`src/rtl/semis_pkg.sv`:
```
// Shared constants for the SAR conversion path: FSM encodings, synchronizer depth
// and default converter geometry.
package semis_pkg;

    localparam logic [1:0] ST_IDLE   = 2'd0;
    localparam logic [1:0] ST_SETTLE = 2'd1;
    localparam logic [1:0] ST_DECIDE = 2'd2;
    localparam logic [1:0] ST_DONE   = 2'd3;

    localparam int SYNC_DEPTH     = 2;
    localparam int DEF_WIDTH      = 8;
    localparam int DEF_SETTLE_CYC = 3;

endpackage

```
`src/rtl/sar_adc_ctrl_cmp_sync.sv`:
```
// Multi-flop synchronizer for the asynchronous latch-comparator output.
// Clears to 0 under synchronous active-low reset.
module cmp_sync
    import semis_pkg::*;
#(
    parameter int DEPTH = SYNC_DEPTH
) (
    input  logic clk,
    input  logic rst_n,
    input  logic async_in,
    output logic sync_out
);

    logic [DEPTH-1:0] r_sync;

    always_ff @(posedge clk) begin
        if (!rst_n) begin
            r_sync <= '0;
        end else begin
            r_sync <= {r_sync[DEPTH-2:0], async_in};
        end
    end

    assign sync_out = r_sync[DEPTH-1];

endmodule

```
`src/rtl/sar_adc_ctrl.sv`:
```
// Successive-approximation controller: drives trial codes to the DAC, decides one bit
// per SETTLE_CYC+1 cycles from the synchronized comparator and strobes the result.
module sar_adc_ctrl
    import semis_pkg::*;
#(
    parameter int WIDTH      = DEF_WIDTH,
    parameter int SETTLE_CYC = DEF_SETTLE_CYC
) (
    input  logic             clk,
    input  logic             rst_n,
    input  logic             start,
    input  logic             cmp_in,
    output logic [WIDTH-1:0] dac_code,
    output logic [WIDTH-1:0] result,
    output logic             valid,
    output logic             busy
);

    localparam int CNT_W = $clog2(SETTLE_CYC + 1);
    localparam int IDX_W = $clog2(WIDTH);

    localparam logic [WIDTH-1:0] FIRST_TRIAL = {1'b1, {(WIDTH-1){1'b0}}};

    logic [1:0]       r_state;
    logic [IDX_W-1:0] r_idx;
    logic [CNT_W-1:0] r_cnt;
    logic [WIDTH-1:0] r_dac;
    logic [WIDTH-1:0] r_result;
    logic             r_valid;
    logic             r_busy;

    logic             w_cmp_s;
    logic [IDX_W-1:0] w_idx_dn;

    cmp_sync #(
        .DEPTH(SYNC_DEPTH)
    ) u_cmp_sync (
        .clk     (clk),
        .rst_n   (rst_n),
        .async_in(cmp_in),
        .sync_out(w_cmp_s)
    );

    assign w_idx_dn = r_idx - IDX_W'(1);

    always_ff @(posedge clk) begin
        if (!rst_n) begin
            r_state  <= ST_IDLE;
            r_idx    <= IDX_W'(WIDTH - 1);
            r_cnt    <= '0;
            r_dac    <= '0;
            r_result <= '0;
            r_valid  <= 1'b0;
            r_busy   <= 1'b0;
        end else begin
            case (r_state)
                ST_IDLE: begin
                    if (start) begin
                        r_state <= ST_SETTLE;
                        r_idx   <= IDX_W'(WIDTH - 1);
                        r_dac   <= FIRST_TRIAL;
                        r_cnt   <= '0;
                        r_busy  <= 1'b1;
                    end
                end
                ST_SETTLE: begin
                    // SETTLE_CYC edges covers DAC settling plus the synchronizer latency
                    if (r_cnt == CNT_W'(SETTLE_CYC - 1)) begin
                        r_state <= ST_DECIDE;
                    end else begin
                        r_cnt <= r_cnt + CNT_W'(1);
                    end
                end
                ST_DECIDE: begin
                    r_dac[r_idx] <= w_cmp_s;
                    if (r_idx != '0) begin
                        r_dac[w_idx_dn] <= 1'b1;
                        r_idx           <= w_idx_dn;
                        r_cnt           <= '0;
                        r_state         <= ST_SETTLE;
                    end else begin
                        r_result <= {r_dac[WIDTH-1:1], w_cmp_s};
                        r_valid  <= 1'b1;
                        r_busy   <= 1'b0;
                        r_state  <= ST_DONE;
                    end
                end
                ST_DONE: begin
                    r_valid <= 1'b0;
                    r_state <= ST_IDLE;
                end
                default: begin
                    r_state <= ST_IDLE;
                end
            endcase
        end
    end

    assign dac_code = r_dac;
    assign result   = r_result;
    assign valid    = r_valid;
    assign busy     = r_busy;

endmodule
```
`config.mk`:
```
export PLATFORM = sky130hd
export DESIGN_NAME = sar_adc_ctrl
export DESIGN_NICKNAME = d
export VERILOG_FILES = /design/src/rtl/semis_pkg.sv /design/src/rtl/sar_adc_ctrl_cmp_sync.sv /design/src/rtl/sar_adc_ctrl.sv
export SDC_FILE = /design/constraint.sdc
export NUM_CORES = 1
export LEC_CHECK = 0
export CORE_MARGIN = 4
export CORE_UTILIZATION = 52
export CTS_CLUSTER_DIAMETER = 100
export CTS_CLUSTER_SIZE = 14
export DETAILED_ROUTE_END_ITERATION = 16
export GPL_ROUTABILITY_DRIVEN = 0
export PLACE_DENSITY = 0.9
export SETUP_SLACK_MARGIN = 0.1
export SLEW_MARGIN = 10
export SYNTH_ARGS = -nofsm -noshare
export SYNTH_HDL_FRONTEND = slang
export SYNTH_HIERARCHICAL = 1
export SYNTH_SLANG_ARGS = --single-unit
export TNS_END_PERCENT = 10
```
`constraint.sdc`:
```
create_clock -name clk -period 1.93 [get_ports clk]
set_input_delay 0.579 -clock clk [delete_from_list [all_inputs] [get_ports clk]]
set_output_delay 0.579 -clock clk [all_outputs]
set_load 0.02 [all_outputs]
```
# After elaboration in Yosys (flattened, before gate mapping)
# Cells that the tools add are included.
[totals]
ff_bits = 27
elab_cells = 63
out_inout_bits = 18
in_bits = 4
[op_classes]
eq_ne = 9
mux = 24
n_lt_le_gt_ge = 4
reduce_logical = 14
n_addsub = 2
bitwise = 2
[op_table]
columns = ["operator", "n"]
rows = [
  ["2-to-1 mux 8 bit", 2],
  ["one-hot mux 8 bit (2 select lines)", 1],
  ["2-to-1 mux 2 bit", 6],
  ["inequality test 2 bit, second input constant", 5],
  ["bitwise mux 8 bit", 1],
  ["less-than comparator 3 x 4 -> 1 bit, second input constant", 2],
  ["bitwise OR 8 bit", 1],
  ["one-hot mux 2 bit (4 select lines)", 1],
  ["AND reduction 2 bit", 4],
  ["demux 1 bit (select 3 bit)", 2],
  ["equality test 2 bit, second input constant", 3],
  ["greater-or-equal comparator 3 x 1 -> 1 bit, second input constant", 2],
  ["2-to-1 mux 3 bit", 2],
  ["one-hot mux 2 bit (3 select lines)", 1],
  ["one-hot mux 3 bit (2 select lines)", 1],
  ["AND reduction 3 bit", 2],
  ["nonzero test 3 bit", 2],
  ["2-to-1 mux 1 bit", 5],
  ["one-hot mux 1 bit (2 select lines)", 2],
  ["AND reduction 4 bit", 1],
  ["nonzero test 2 bit", 2],
  ["subtractor 3 x 1 -> 3 bit, second input constant", 1],
  ["adder 2 x 1 -> 2 bit, second input constant", 1],
  ["equality test 2 x 1 -> 1 bit, second input constant", 1],
  ["3 further kinds", 4],
]

# Logic depth before layout (Yosys ltp)
# Gate-level depths: netlist of the first run.
[depth]
ltp_word = 8
ltp_mapped = 8
depth_no_buf = 6

# Cells and area by module
# The synthesis of the first run kept the hierarchy.
[by_module_without_submodules]
columns = ["mod", "seq_area_each_um2", "area_per_inst_um2", "instances", "cells_per_inst"]
rows = [
  ["sar_adc_ctrl", 500.5, 1280.0, 1, 149],
  ["cmp_sync", 40.0, 52.6, 1, 4],
]

# Worst setup path after synthesis of the first run
# Ideal clock, no wire load.
[synth_path]
path_type = "register -> register"
start = "reg r_idx[1]"
end = "reg r_dac[1], in the netlist dac_code[1]"
required_time_ns = 1.808
path_slack_ns = 0.369
path_stages_with_launch = 7
setup_ns = 0.122
period_less_slack_ns = 1.561
arrival_ns = 1.439
path_buffers = 1
path_cell_list = "dfxtp_1 -> buf_2 -> inv_1 -> ha_1 -> inv_1 -> mux2_2 -> a221o_1"
[synth_via]
elab_chain_len = 8
word_cells_on_any_way = 16
classes_between = "1 x add/sub; 4 x order compare; 7 x mux; 1 x bitwise; 3 x reduce/logical"
[synth_rtl]
columns = ["item", "line_no", "source"]
rows = [
  ["start: declaration", "sar_adc_ctrl.sv:25", "logic [IDX_W-1:0] r_idx;"],
  ["start signal: assignment", "sar_adc_ctrl.sv:49", "r_idx <= IDX_W'(WIDTH - 1);"],
  ["start signal: assignment", "sar_adc_ctrl.sv:60", "r_idx <= IDX_W'(WIDTH - 1);"],
  ["start signal: assignment", "sar_adc_ctrl.sv:78", "r_idx <= w_idx_dn;"],
  ["subtractor 3 x 1 -> 3 bit (tied with other cells)", "sar_adc_ctrl.sv:44", "assign w_idx_dn = r_idx - IDX_W'(1);"],
  ["less-than comparator 3 x 4 -> 1 bit (implied by the code) (tied with other cells)", "sar_adc_ctrl.sv:77", "r_dac[w_idx_dn] <= 1'b1;"],
  ["logical AND 1 bit (implied by the code) / 2-to-1 mux 1 bit (equally long branches)", "sar_adc_ctrl.sv:77, sar_adc_ctrl.sv:75", ""],
  ["2-to-1 mux 1 bit (implied by the code) / demux 1 bit (select 3 bit) (equally long branches)", "sar_adc_ctrl.sv:77, sar_adc_ctrl.sv:75", ""],
  ["demux 1 bit (select 3 bit) / bitwise mux 8 bit (equally long branches)", "sar_adc_ctrl.sv:77, sar_adc_ctrl.sv:75", ""],
  ["bitwise OR 8 bit (no line)", "n/a", ""],
  ["2-to-1 mux 8 bit (*)", "sar_adc_ctrl.sv:76", "if (r_idx != '0) begin"],
  ["one-hot mux 8 bit (2 select lines) (*)", "sar_adc_ctrl.sv:56", "case (r_state)"],
  ["end signal: indexed assignment", "sar_adc_ctrl.sv:75", "r_dac[r_idx] <= w_cmp_s;"],
  ["end: declaration", "sar_adc_ctrl.sv:27", "logic [WIDTH-1:0] r_dac;"],
]
# Every way passes the cells marked *; elsewhere a longest branch is shown, timed or not.
# A chain may end at the register's enable or synchronous reset.

# Final worst setup path of the first run
[layout_path]
start = "reg r_dac[3], in the netlist dac_code[3]"
end = "out dac_code[3]"
[layout_lines]
columns = ["item", "line_no", "source"]
rows = [
  ["end: declaration", "sar_adc_ctrl.sv:13", "output logic [WIDTH-1:0] dac_code,"],
]
# No word-level cell between the ends.

==> impl_metrics.tcl, run 1 <==
set metrics [dict create \
    status "finished clean" \
    cpLargestDelayFamily "flip-flops" \
    rsz0062_at_grt "true" \
    finalSetupViolCount 0 \
    cp_cell_sequence "dlygate4sd2_1" \
    via_per_inst 5.91 \
    drive_gt1_frac 0.0819 \
    cap_violations 0 \
    grt_pass1_vias 1148 \
    clock_path_buffers 2 \
    setup_ws_ns 0.224 \
    worst_path_largest_cell_delay_ns 0.44 \
    critical_path.startpoint_type "flop" \
    crit_buf_inv 1 \
    synthMostInstantiatedCell "nand2_1" \
    stdcell_area_um2 1550 \
    critPathMaxFanout 4 \
    grt_first_pass_wirelength_um 4890 \
    syn_nets 160 \
    worst_hold_path.num_cells 1 \
    worstHoldEndpoint "u_cmp_sync/r_sync[1]" \
    dr.pass1.iters 5 \
    ff2ff_setup_slack_ns 0.25 \
    hpwlAfterDp_um 2090 \
    synth_edf_count 0 \
    yosys-top-cells-area "dfxtp_1 41%, nand2_1 8.2%, a21boi_0 5.6%" \
    nets 179 \
    wl_um 2820 \
    power.density_nw_per_um2 568 \
    ys_async_sr_fraction 0 \
    cts-root-buf "clkbuf_4" \
    io_pins 22 \
    clkSinkCount 27 \
    holdCritStartpoint "u_cmp_sync/r_sync[0]" \
    tns_ns 0 \
    r2r_start "r_idx[0]" \
    critical_path_class "reg2out" \
    antenna_found_initial 0 \
    post_cts_buffers 0 \
    max_freq_mhz 586 \
    placed_area_um2 1550 \
    r2r_end "result[7]" \
    diodes 0 \
    syn_inst 153 \
    dieArea_um2 3440 \
    final_hold_viol_count 0 \
    wl_per_cell_um 14.0 \
    cts_buffers 3 \
    end_kind "output pin" \
    clock_skew_ns 0.00669 \
    ys_seq_area_frac 0.406 \
    slew_viol_final 0 \
    place_ws_ns 0.00144 \
    synth_top_area_cell "dfxtp_1" \
    clk_pin_slew_ns 0.13 \
    yosysWarnings 6 \
    cts_tree "done" \
    area_growth_pct 16.4 \
    clock_latency_ns 0.32 \
    initial_utilization 0.543 \
    drtAntennaViolNets 0 \
    track_usage 0.182 \
    avgSynthCellArea_um2 8.71 \
    slowest_stage "dfxtp_1" \
    fin_crit_sh 0.884 \
    vias 1188 \
    die_w_um 58.6 \
    tightestPinTransition_ns 0.454 \
    netlist_area_um2 1330 \
    power_leakage_nw 0.649 \
    cp.arrival_ns 1.13 \
    reg2regPathDepth 6 \
    min_period_ns 1.71 \
    coreArea_um2 2450 \
    max-vdd-ir-drop_v 0.000510 \
    row_count 18 \
    die_y_um 58.6 \
    numPortBuffers 21 \
    grt_max_degree 20 \
    synth.top_cell.area_share 0.406 \
    hold_path_class "reg2reg" \
    drc 0 \
    overflow 0 \
    synth_commonest_cells "29 x nand2_1, 27 x dfxtp_1, 10 x a21boi_0" \
    ys.flop_type "dfxtp_1" \
    crit_required_ns 1.35 \
    slew_headroom 0.697 \
    ctsHtreeMaxLevel 1 \
    critical_path.startpoint "dac_code[3]" \
    drtIter0Drc 29 \
    whs_ns 0.465 \
    ys_ff_latch 27 \
    synthDistinctLibCells 37 \
]
[through the flow]
| step | total power [mW] | utilization | cells |
|---|---|---|---|
| after floorplan | 0.636 | - | 153 |
| after global placement | 0.658 | 0.630 | 197 |
| after detailed placement | 0.662 | 0.630 | 197 |
| after CTS | 0.888 | 0.632 | 201 |
| after global routing | 0.922 | 0.632 | 201 |
| final | 0.882 | 0.632 | 201 |
[logic make-up (layout without fill, tap and decap cells)]
group                      after synthesis  in the layout  synth area share
DFF                                     27             27             0.406
buffers and inverters                   15             33            0.0582
AOI/OAI and AO/OA                       34             34             0.184
muxes                                    9              9            0.0704
adders and majority gates                3              3            0.0282
and+or+nand+nor                         65             65             0.254
[layer usage]
metal,part of all wire,GRT usage,up-vias
met5,0,0,-
met4,0.017,0.0874,0
met2,0.51,0.322,47
li1,-,-,568
met1,0.41,0.217,564
met3,0.058,0.0219,9
[state kept, by name, indices dropped and copies added, names as in the netlist]
name / flops
result: 8
valid: 1
u_cmp_sync/r_sync: 2
r_state: 2
busy: 1
dac_code: 8
r_cnt: 2
r_idx: 3
[power breakdown]
part,leakage (nW),switching [mW],internal [mW],total (mW)
logic,0.415,0.0360,0.0335,0.0695
clock network,0.0150,0.153,0.0809,0.234
registers,0.219,0.0102,0.568,0.578
total,0.649,0.199,0.682,0.882
[worst max path at each step]
stage / end / slack (ns) / depth (start not counted)
after global placement: dac_code[5] / 0.04 / 4
after global routing: busy / 0.05 / 6
final: dac_code[3] / 0.22 / 1
after floorplan: dac_code[1] / 0.37 / 6
after CTS: busy / 0.23 / 6
after detailed placement: dac_code[5] / 0.001 / 4
[repair_timing]
action	in CTS	in global routing
cloned	0	0
pin swaps	0	0
setup endpoints to repair	18	7
resized for setup	18	0
hold buffers	0	0
[layout by cell type, fill, tap and decap left out, types with 4 or more instances in the layout]
cell and instances:
a21oi_1 4, and2_1 5, nor2_1 6, dlygate4sd2_1 18, nand4_1 4, mux2i_1 6, a21boi_0 10, dfxtp_1 27
o21ai_0 5, buf_4 4, inv_1 4, nor2b_1 4, nand2_1 29
[cell type report]
type / instances / area, µm²
multi-input cells: 111 / 714
repair buffers: 25 / 218
flip-flops and latches: 27 / 541
clock buffers: 4 / 26.3
inverters: 4 / 15.0
well taps: 30 / 37.5
fillers: 209 / 903
(Power assumes the default switching activity.)
==> run 2, diff against run 1 <==
--- a/config.mk
+++ b/config.mk
@@ -12,7 +12,6 @@
 export DETAILED_ROUTE_END_ITERATION = 16
 export GPL_ROUTABILITY_DRIVEN = 0
 export PLACE_DENSITY = 0.9
-export SETUP_SLACK_MARGIN = 0.1
 export SLEW_MARGIN = 10
 export SYNTH_ARGS = -nofsm -noshare
 export SYNTH_HDL_FRONTEND = slang
==> constraint.sdc (replaced) <==
create_clock -name clk -period 1.93 [get_ports clk]
set_input_delay 0.579 -clock clk [delete_from_list [all_inputs] [get_ports clk]]
set_output_delay 0.579 -clock clk [all_outputs]
set_load 0.05 [all_outputs]
==> impl_metrics.tcl, run 2 (synthesis gave the netlist of run 1 again) <==
set metrics [dict create \
    slew_headroom 0.680 \
    hpwlAfterDp_um 2060 \
    holdBufCountCts 0 \
    cap_violations 0 \
    vias 1140 \
    cts-root-buf "clkbuf_4" \
    ctsHtreeMaxLevel 1 \
    numPortBuffers 21 \
    status "finished clean" \
    grt_max_degree 20 \
    clock_path_buffers 2 \
    drtIter0Drc 52 \
    critical_path_class "reg2reg" \
    row_count 18 \
    initial_utilization 0.543 \
    coreArea_um2 2450 \
    p_sw_frac 0.239 \
    antenna_found_initial 0 \
    die_w_um 58.6 \
    cp.arrival_ns 1.86 \
    min_period_ns 1.61 \
    crit_required_ns 2.18 \
    r2r_start "r_idx[0]" \
    worst_hold_path.num_cells 2 \
    dieArea_um2 3440 \
    cts_buffers 3 \
    final_hold_viol_count 0 \
    clk_pin_slew_ns 0.13 \
    final_cell_mix "29 x nand2_1, 27 x dfxtp_1, 22 x buf_4, 10 x a21boi_0" \
    cts_tree "done" \
    power.density_nw_per_um2 588 \
    grt_pass1_vias 1152 \
    worstHoldEndpoint "result[3]" \
    tightestPinTransition_ns 0.479 \
    layout_commonest_cell "nand2_1" \
    hold_path_class "reg2reg" \
    via_per_inst 5.67 \
    grt_first_pass_wirelength_um 4870 \
    wl_um 2760 \
    nets 179 \
    power_frac_clock 0.269 \
    tns_ns 0 \
    fin_crit_sh 0.834 \
    intPower_mw 0.684 \
    drtAntennaViolNets 0 \
    holdCritStartpoint "result[3]" \
    r2r_end "result[7]" \
    power_leakage_nw 0.601 \
    finalSetupViolCount 0 \
    slew_viol_final 0 \
    stdcell_area_um2 1530 \
    drc 0 \
    diodes 0 \
    post_cts_buffers 0 \
    area_growth_pct 14.7 \
    track_usage 0.182 \
    critical_path.startpoint_type "flop" \
    switchingPower_mw 0.215 \
    cts_resized 0 \
    combPwrFrac 0.088 \
    ff2ff_setup_slack_ns 0.32 \
    critPathMaxFanout 8 \
    clock_skew_ns 0.00512 \
    dr.pass1.iters 4 \
    drive_gt1_frac 0.187 \
    clock_latency_ns 0.32 \
    pwr-share-seq 0.643 \
    rsz0062_at_grt "false" \
    clkSinkCount 27 \
    placed_area_um2 1500 \
    die_y_um 58.6 \
    overflow 0 \
    reg2regPathDepth 6 \
    end_kind "flop" \
    max_freq_mhz 621 \
    wl_per_cell_um 13.7 \
    max-vdd-ir-drop_v 0.000481 \
    io_pins 22 \
]
-- run 2: stage by stage --
stage	hold slack, ns	utilization	instances	setup WS [ns]	total power, mW
floorplan	0.412	-	153	0.369	0.645
global placement	0.426	0.612	197	0.0375	0.666
detailed placement	0.453	0.612	197	0.0218	0.669
CTS	0.477	0.623	201	0.307	0.903
global route	0.490	0.623	201	0.114	0.939
finish	0.472	0.623	201	0.321	0.899
-- run 2: per-layer routing --
layer | wire (µm) | GRT usage | vias to the layer above
li1 | - | - | 565
met1 | 1130 | 0.216 | 530
met2 | 1370 | 0.306 | 38
met3 | 196 | 0.0373 | 7
met4 | 51 | 0.0971 | 0
met5 | 0 | 0 | -
-- run 2: worst max path at each step --
| stage | to | startpoint | slack [ns] |
|---|---|---|---|
| floorplan | dac_code[1] | r_idx[1] | 0.37 |
| global placement | dac_code[5] | start | 0.04 |
| detailed placement | dac_code[5] | start | 0.02 |
| CTS | result[7] | r_idx[0] | 0.31 |
| global route | result[7] | r_idx[0] | 0.11 |
| finish | result[7] | r_idx[0] | 0.32 |
-- run 2: final cells by class --
class,instances,area (µm²)
inverter,4,15.0
tap,30,37.5
multi-input combinational,111,714
sequential,27,541
timing repair buffer,25,195
fill,215,926
clock buffer,4,26.3
-- run 2: power groups by stage --
| stage | combinational (mW) | sequential (mW) | clock, mW |
|---|---|---|---|
| after detailed placement | 0.0786 | 0.590 | 0 |
| after CTS | 0.0792 | 0.578 | 0.245 |
| after global routing | 0.0870 | 0.580 | 0.271 |
| after global placement | 0.0762 | 0.590 | 0 |
| final | 0.0789 | 0.578 | 0.242 |
| after floorplan | 0.0450 | 0.600 | 0 |
-- run 2: critical path: stages, from the launching register on --
cell,delay [ns]
dfxtp_1,0.34
inv_1,0.19
ha_1,0.20
nor2b_1,0.24
and2_1,0.33
nand2_1,0.08
a21boi_0,0.16
